===== config.mk =====
export PLATFORM = sky130hd
export DESIGN_NAME = pattern_window_ctrl
export DESIGN_NICKNAME = d
export VERILOG_FILES = /design/src/rtl/pattern_window_ctrl.sv
export SDC_FILE = /design/constraint.sdc
export NUM_CORES = 1
export LEC_CHECK = 0
export BUFFER_PORTS_ARGS = -buffer_cell sky130_fd_sc_hd__buf_2
export CORE_ASPECT_RATIO = 0.6
export CORE_MARGIN = 2
export CORE_UTILIZATION = 55
export DETAILED_ROUTE_END_ITERATION = 8
export PLACE_DENSITY = 0.85
export SLEW_MARGIN = 30
export SYNTH_ARGS = -nofsm -noshare
export SYNTH_HDL_FRONTEND = slang
export SYNTH_SLANG_ARGS = --single-unit

===== constraint.sdc =====
create_clock -name clock -period 5.7 [get_ports clock]
set_input_delay 0.57 -clock clock [delete_from_list [all_inputs] [get_ports clock]]
set_output_delay 0.57 -clock clock [all_outputs]
set_load 0.05 [all_outputs]

===== src/rtl/pattern_window_ctrl.sv =====
// Measurement-window controller: sequences clear/run/capture windows for one pattern detector
// and hands each captured count to a consumer over valid/ready. Optional THRESH_ALARM_EN adds a threshold alarm.
module pattern_window_ctrl #(
  parameter int CNT_W = 16,
  parameter int WIN_W = 10,
  parameter int PAT_W = 16
) (
  input  logic             clock,
  input  logic             reset,
  input  logic             cfg_we,
  input  logic [PAT_W-1:0] cfg_pattern,
  input  logic [WIN_W-1:0] cfg_window,
  input  logic             cfg_cont,
`ifdef THRESH_ALARM_EN
  input  logic [CNT_W-1:0] cfg_thresh,
  output logic             alarm,
`endif
  input  logic             start,
  input  logic             stop,
  input  logic [CNT_W-1:0] det_count,
  output logic             det_clear,
  output logic             det_en,
  output logic [PAT_W-1:0] det_pattern,
  output logic [CNT_W-1:0] res_data,
  output logic             res_valid,
  input  logic             res_ready,
  output logic             res_lost,
  output logic             busy
);

  typedef enum logic [1:0] {IDLE, CLEAR, RUN, CAPTURE} state_t;

  state_t           state;
  logic [WIN_W-1:0] window_len;
  logic [WIN_W-1:0] win_cnt;
  logic             cont;
`ifdef THRESH_ALARM_EN
  logic [CNT_W-1:0] thresh;
`endif

  // Outputs are set alongside each transition so they are registered copies of the next state.
  always_ff @(posedge clock) begin
    if (reset) begin
      state       <= IDLE;
      window_len  <= WIN_W'(1000);
      win_cnt     <= '0;
      cont        <= 1'b0;
      det_pattern <= PAT_W'(16'hAFAF);
      det_clear   <= 1'b0;
      det_en      <= 1'b0;
      res_data    <= '0;
      res_valid   <= 1'b0;
      res_lost    <= 1'b0;
      busy        <= 1'b0;
`ifdef THRESH_ALARM_EN
      thresh      <= '1;
      alarm       <= 1'b0;
`endif
    end else begin
      det_clear <= 1'b0;
      if (res_valid && res_ready) begin
        res_valid <= 1'b0;
`ifdef THRESH_ALARM_EN
        alarm     <= 1'b0;
`endif
      end
      case (state)
        IDLE: begin
          if (cfg_we && cfg_window != '0) begin
            det_pattern <= cfg_pattern;
            window_len  <= cfg_window;
            cont        <= cfg_cont;
`ifdef THRESH_ALARM_EN
            thresh      <= cfg_thresh;
`endif
          end
          if (start && !stop) begin
            state     <= CLEAR;
            det_clear <= 1'b1;
            busy      <= 1'b1;
            res_lost  <= 1'b0;
          end
        end
        CLEAR: begin
          win_cnt <= '0;
          if (stop) begin
            state <= IDLE;
            busy  <= 1'b0;
          end else begin
            state  <= RUN;
            det_en <= 1'b1;
          end
        end
        RUN: begin
          if (stop) begin
            state  <= IDLE;
            det_en <= 1'b0;
            busy   <= 1'b0;
          end else if (win_cnt == window_len - WIN_W'(1)) begin
            state  <= CAPTURE;
            det_en <= 1'b0;
          end else begin
            win_cnt <= win_cnt + WIN_W'(1);
          end
        end
        CAPTURE: begin
          // A slot being drained this cycle counts as free, so back-to-back results never collide.
          if (!res_valid || res_ready) begin
            res_data  <= det_count;
            res_valid <= 1'b1;
`ifdef THRESH_ALARM_EN
            alarm     <= (det_count >= thresh);
`endif
          end else begin
            res_lost <= 1'b1;
          end
          if (cont && !stop) begin
            state     <= CLEAR;
            det_clear <= 1'b1;
          end else begin
            state <= IDLE;
            busy  <= 1'b0;
          end
        end
        default: begin
          state <= IDLE;
          busy  <= 1'b0;
        end
      endcase
    end
  end

endmodule


-- After elaboration in Yosys (flattened, before gate mapping)
Cells that the tools add are included.
- add/subtract/negate cells: 2
- multiply operators: 0
- divide/modulo/power cells: 0
- $lt $le $gt $ge: 0
- equal/unequal tests: 12
- shift operators: 0
- muxes and demuxes: 26
- bitwise gates (word level): 0
- reductions and logical operators: 19
- operators with widths (cell ; count):
    two-way mux 10 bit ; 2
    one-hot mux 10 bit (2 select lines) ; 1
    two-way mux 1 bit ; 14
    != test 2 bit (second input constant) ; 6
    AND reduction 3 bit ; 4
    adder 10 x 1 -> 10 bit (second input constant) ; 1
    == test 10 bit ; 1
    nonzero test 10 bit ; 1
    subtractor 10 x 1 -> 10 bit (second input constant) ; 1
    two-way mux 2 bit ; 4
    one-hot mux 2 bit (4 select lines) ; 1
    one-hot mux 1 bit (2 select lines) ; 3
    AND reduction 2 bit ; 3
    == test 2 bit (second input constant) ; 2
    logical AND 1 bit ; 4
    nonzero test 2 bit ; 2
    != test 3 bit (second input constant) ; 1
    one-hot mux 1 bit (3 select lines) ; 1
    == test 2 x 1 -> 1 bit (second input constant) ; 1
    logical NOT 1 bit ; 2
    logical NOT 2 bit ; 1
    != test 2 x 1 -> 1 bit (second input constant) ; 1
    OR reduction 2 bit ; 1
    logical OR 1 bit ; 1
- register bits: 60
- latch bits: 0
- bits in writable memories: 0
- ROM bits: 0
- output and inout port bits: 37
- memories kept: 0

-- Depth between registers and ports, before layout
- word-level depth: 5
- mapped depth: 11

-- Least setup slack after synthesis
OpenSTA, ideal clock, no wires.
- path type: flip-flop to flip-flop
- start point: reg window_len[2]
- end point: reg win_cnt[2]
- setup time: 0.120 ns
- arrival: 2.259 ns
- data required time: 5.580 ns
- setup slack: 3.321 ns
- stages on the path, launching flop included: 9
- buffers on the path: 1
- period minus slack after synthesis: 2.379 ns
- cell sequence: dfxtp_1 or3_4 or3_4 a2111oi_4 nand4_1 o21ai_2 buf_6 nor4_1 o31a_1
- word-level cells in the longest chain between the ends: 4
- RTL lines (item ; RTL line ; text):
    from (decl) ; 34 ; logic [WIN_W-1:0] window_len;
    from (signal assigned) ; 71 ; window_len <= cfg_window;
    subtractor 10 x 1 -> 10 bit ; 99 ; end else if (win_cnt == window_len - WIN_W'(1)) begin
    == test 10 bit ; 99 ;
    != test 2 bit (no line) ; - ;
    AND reduction 3 bit (no line) ; - ;
    to (signal assigned) ; 103 ; win_cnt <= win_cnt + WIN_W'(1);
    to (decl) ; 35 ; logic [WIN_W-1:0] win_cnt;
No other way between the ends.
A chain may end at the register's enable or synchronous reset.

-- Worst setup path after layout
- start point: reg window_len[2]
- end point: reg state[1]
- word-level cells in the longest chain between the ends: 4
- RTL lines (item ; RTL line ; text):
    subtractor 10 x 1 -> 10 bit ; 99 ;
    == test 10 bit ; 99 ;
    != test 3 bit (no line) ; - ;
    AND reduction 2 bit (no line) ; - ;
    to (signal assigned) ; 96 ; state <= IDLE;
    to (signal assigned) ; 100 ; state <= CAPTURE;
    to (signal assigned) ; 118 ; state <= CLEAR;
    to (decl) ; 33 ; state_t state;
No other way between the ends.

==> run_results.csv <==
group,metric,value,unit
cts,cts_hold_buf,0,
synthesis,yosys.area_share.adder,2.634,%
route,ant_nets,0,
timing,setup_tns,0,ns
grt,first_global_vias,2387,
timing,fin_crit_sh,46.92,%
synthesis,synth.distinct_cells,50,
critical_path,slowest_delay,0.42,ns
place,io_buffers,85,
power,total_leakage_power,1.486,nW
route,wl_per_cell,13.69,um
synthesis,synth-simple-area-share,23.35,%
synthesis,syn_inst,334,
finish,drive_above_1_share,27.88,%
job,drv_cap,0,
cts,clockBufferDepth,2,
timing,drv_slew,0,
cts,ctsHtreeMaxLevel,3,
place,place_congestion,0.8730,
route,vias_per_cell,5.405,
timing,timing.final.ws_setup,3.026,ns
critical_path,endpoint_kind,"register",
synthesis,yosysTopAreaCell,"dfxtp_1",
synthesis,synth-main-ff-cell,"dfxtp_1",
synthesis,synth.area.top_cells,"dfxtp_1, mux2i_1, nand2_1",
place,place_hpwl,4753,um
timing,setup_viol,0,
critical_path,crit_slowest_cell,"or3_4",
finish,final_util,70.92,%
synthesis,synth-edff-count,0,
floorplanning,dieWidth,96.94,um
power,ir_drop,0.0002668,V
critical_path,cp_max_fo,13,
grt,grt_max_degree,38,
synthesis,synth-xor-area-share,3.995,%
finish,n_antenna_cell,0,
synthesis,syn_avg_cell_area,8.534,sq um
synthesis,synth_seq_cells,60,
synthesis,synthMuxAreaShare,8.472,%
route,first_pass_iters,4,
critical_path,cpMostUsedCell,"or3_4",
floorplanning,dieArea,5793,sq um
floorplanning,pin_count,86,
floorplanning,rows,20,
status,outcome,"completed",
cts,path_clk_slew,0.07,ns
critical_path,cp_data_required_time,5.93,ns
power,power_density,318.0,nW/um^2
critical_path,cp.arrival,2.91,ns
critical_path,path_cells,"or3_4 > or3_4 > a2111oi_4 > nand4_1 > o21ai_2 > o21bai_1 > a32o_1",
finish,syn2layout_area_growth,25.15,%
timing,tightest_slew,0.7105,ns
synthesis,async_flop_share,0,%
grt,grt_use_total,23.76,%
cts,cts.repair.resized,0,
synthesis,mappedNetlistArea,2850,sq um
grt,grt_pass1_wl,10900,um
synthesis,synth_top_family_by_area,"simple AND/OR/NAND/NOR gates",
synthesis,synth-compound-area-share,15.01,%
synthesis,ys_warn_count,0,
route,wl,6598,um
critical_path,critical_path_class,"register to register",
cts,tritoncts,"built",
floorplanning,initial_core_util,56.67,%
route,drc_errors,0,
grt,grt_antenna_before_repair,0,
cts,postCtsSetupRepairBufs,0,
timing,whs,0.4358,ns
synthesis,syn-num-nets,389,
route,vias,2605,
route,drt-initial-drc-count,151,
timing,clock.fmax,373.9,MHz
finish,final_nets,466,
synthesis,yosysSeqAreaShare,42.14,%
timing,finalHoldViolations,0,
cts,cts-root-buf,"clkbuf_8",
cts,cts_inserted_buffers,9,
power,power,1.134,mW
cts,clk_latency,0.34,ns
floorplanning,die_height,59.76,um
grt,grt-ovfl-total,0,
place,post-place-ws,3.053,ns
synthesis,synth_top_area_share,42.14,%
timing,fin_skew,0.006589,ns
timing,rsz0062_at_grt,"no",
critical_path,startpoint_type,"register",
timing,fin_crit,2.674,ns
cts,numClockSinks,60,
worst_hold_path,hold_path_class,"input pin to register",
timing,relSlewSlack,52.58,%
floorplanning,fp.coreArea,5030,sq um
[flip-flops by register name, indices dropped and copies added, names as in the netlist]
signal	flops
det_pattern	16
res_data	16
win_cnt	10
window_len	10
state	2
busy	1
cont	1
det_clear	1
det_en	1
res_lost	1
res_valid	1
[critical path, delay by kind of cell, from the launching register on]
| kind | cells | cell delay, ns |
|---|---|---|
| flops | 1 | 0.38 |
| compound gates | 4 | 1.21 |
| simple gates | 3 | 0.97 |
[cell usage after synthesis, types with 2 or more instances]
cell and instances:
clkbuf_1 14, o21ai_0 6, buf_1 4, or3_4 2, mux2i_1 23, a31oi_1 7, nand4_1 5, inv_1 11
or4_1 4, or3_1 3, dfxtp_1 60, ha_1 6, a32o_1 2, nor3_1 6, nand2_1 58, nor2b_1 8
o31ai_1 2, nor2_1 26, o31a_1 3, a21boi_0 2, o211ai_1 3, nand3_1 8, nor4_1 6, or2_2 2
a21oi_1 26, nand2b_1 2, xnor2_1 12
[per-layer routing]
metal	track usage, %	routed length, um
met5	0	0
met4	5.634	61
met3	9.825	498
met2	37.90	2841
met1	30.62	3196
[cell type report]
type,count,area (sq um)
Clock buffer,9,123.9
Clock inverter,7,123.9
Fill cell,390,1463
Inverter,11,41.29
Multi-Input combinational cell,243,1541
Sequential cell,60,1201
Tap cell,66,82.58
Timing Repair Buffer,86,452.9
[through the flow]
step	instances	area, sq um
floorplan	334	2850
global placement	465	3289
detailed placement	466	3317
CTS	482	3565
global route	482	3567
finish	482	3567
[worst paths after layout]
path | endpoint | from | cells past startpoint | slack [ns]
worst max-delay path | state[1] | window_len[2] | 7 | 3.03
worst min register to register | res_data[2] | res_data[2] | 2 | 0.45
worst min-delay path | det_pattern[9] | cfg_pattern[9] | 3 | 0.44
worst max register to register | state[1] | window_len[2] | 7 | 3.03
[cell usage in the layout, fill, tap and decap left out, types with 2 or more instances in the layout]
cell        n
buf_2      85
xnor2_1    12
inv_1      11
clkbuf_8    9
or3_4       2
o31a_1      3
nand2_1    58
clkinv_4    2
dfxtp_1    60
o21ai_0     6
a31oi_1     6
o31ai_1     2
or2_2       2
ha_1        6
nor3_1      6
a21oi_1    26
nand3_1     8
or3_1       3
nor4_1      6
nand2b_1    2
or4_1       4
nand4_1     5
mux2i_1    23
a32o_1      2
bufinv_16   3
nor2_1     26
o211ai_1    3
a21boi_0    2
nor2b_1     7
[report_power, final]
part | leakage (nW) | total [mW] | switching (mW) | internal, mW
Combinational | 0.877 | 0.206 | 0.129 | 0.0775
Sequential | 0.489 | 0.458 | 0.0170 | 0.441
Clock | 0.120 | 0.470 | 0.177 | 0.293
Total | 1.49 | 1.13 | 0.323 | 0.811
[kinds of logic after synthesis]
group / count (synthesis)
AND/OR/NAND/NOR: 138
adder cells (fa/ha/maj): 6
flip-flops: 60
XOR/XNOR: 13
AO/OA/AOI/OAI: 62
buffers and inverters: 31
multiplexers: 24
(Power assumes the default switching activity.)
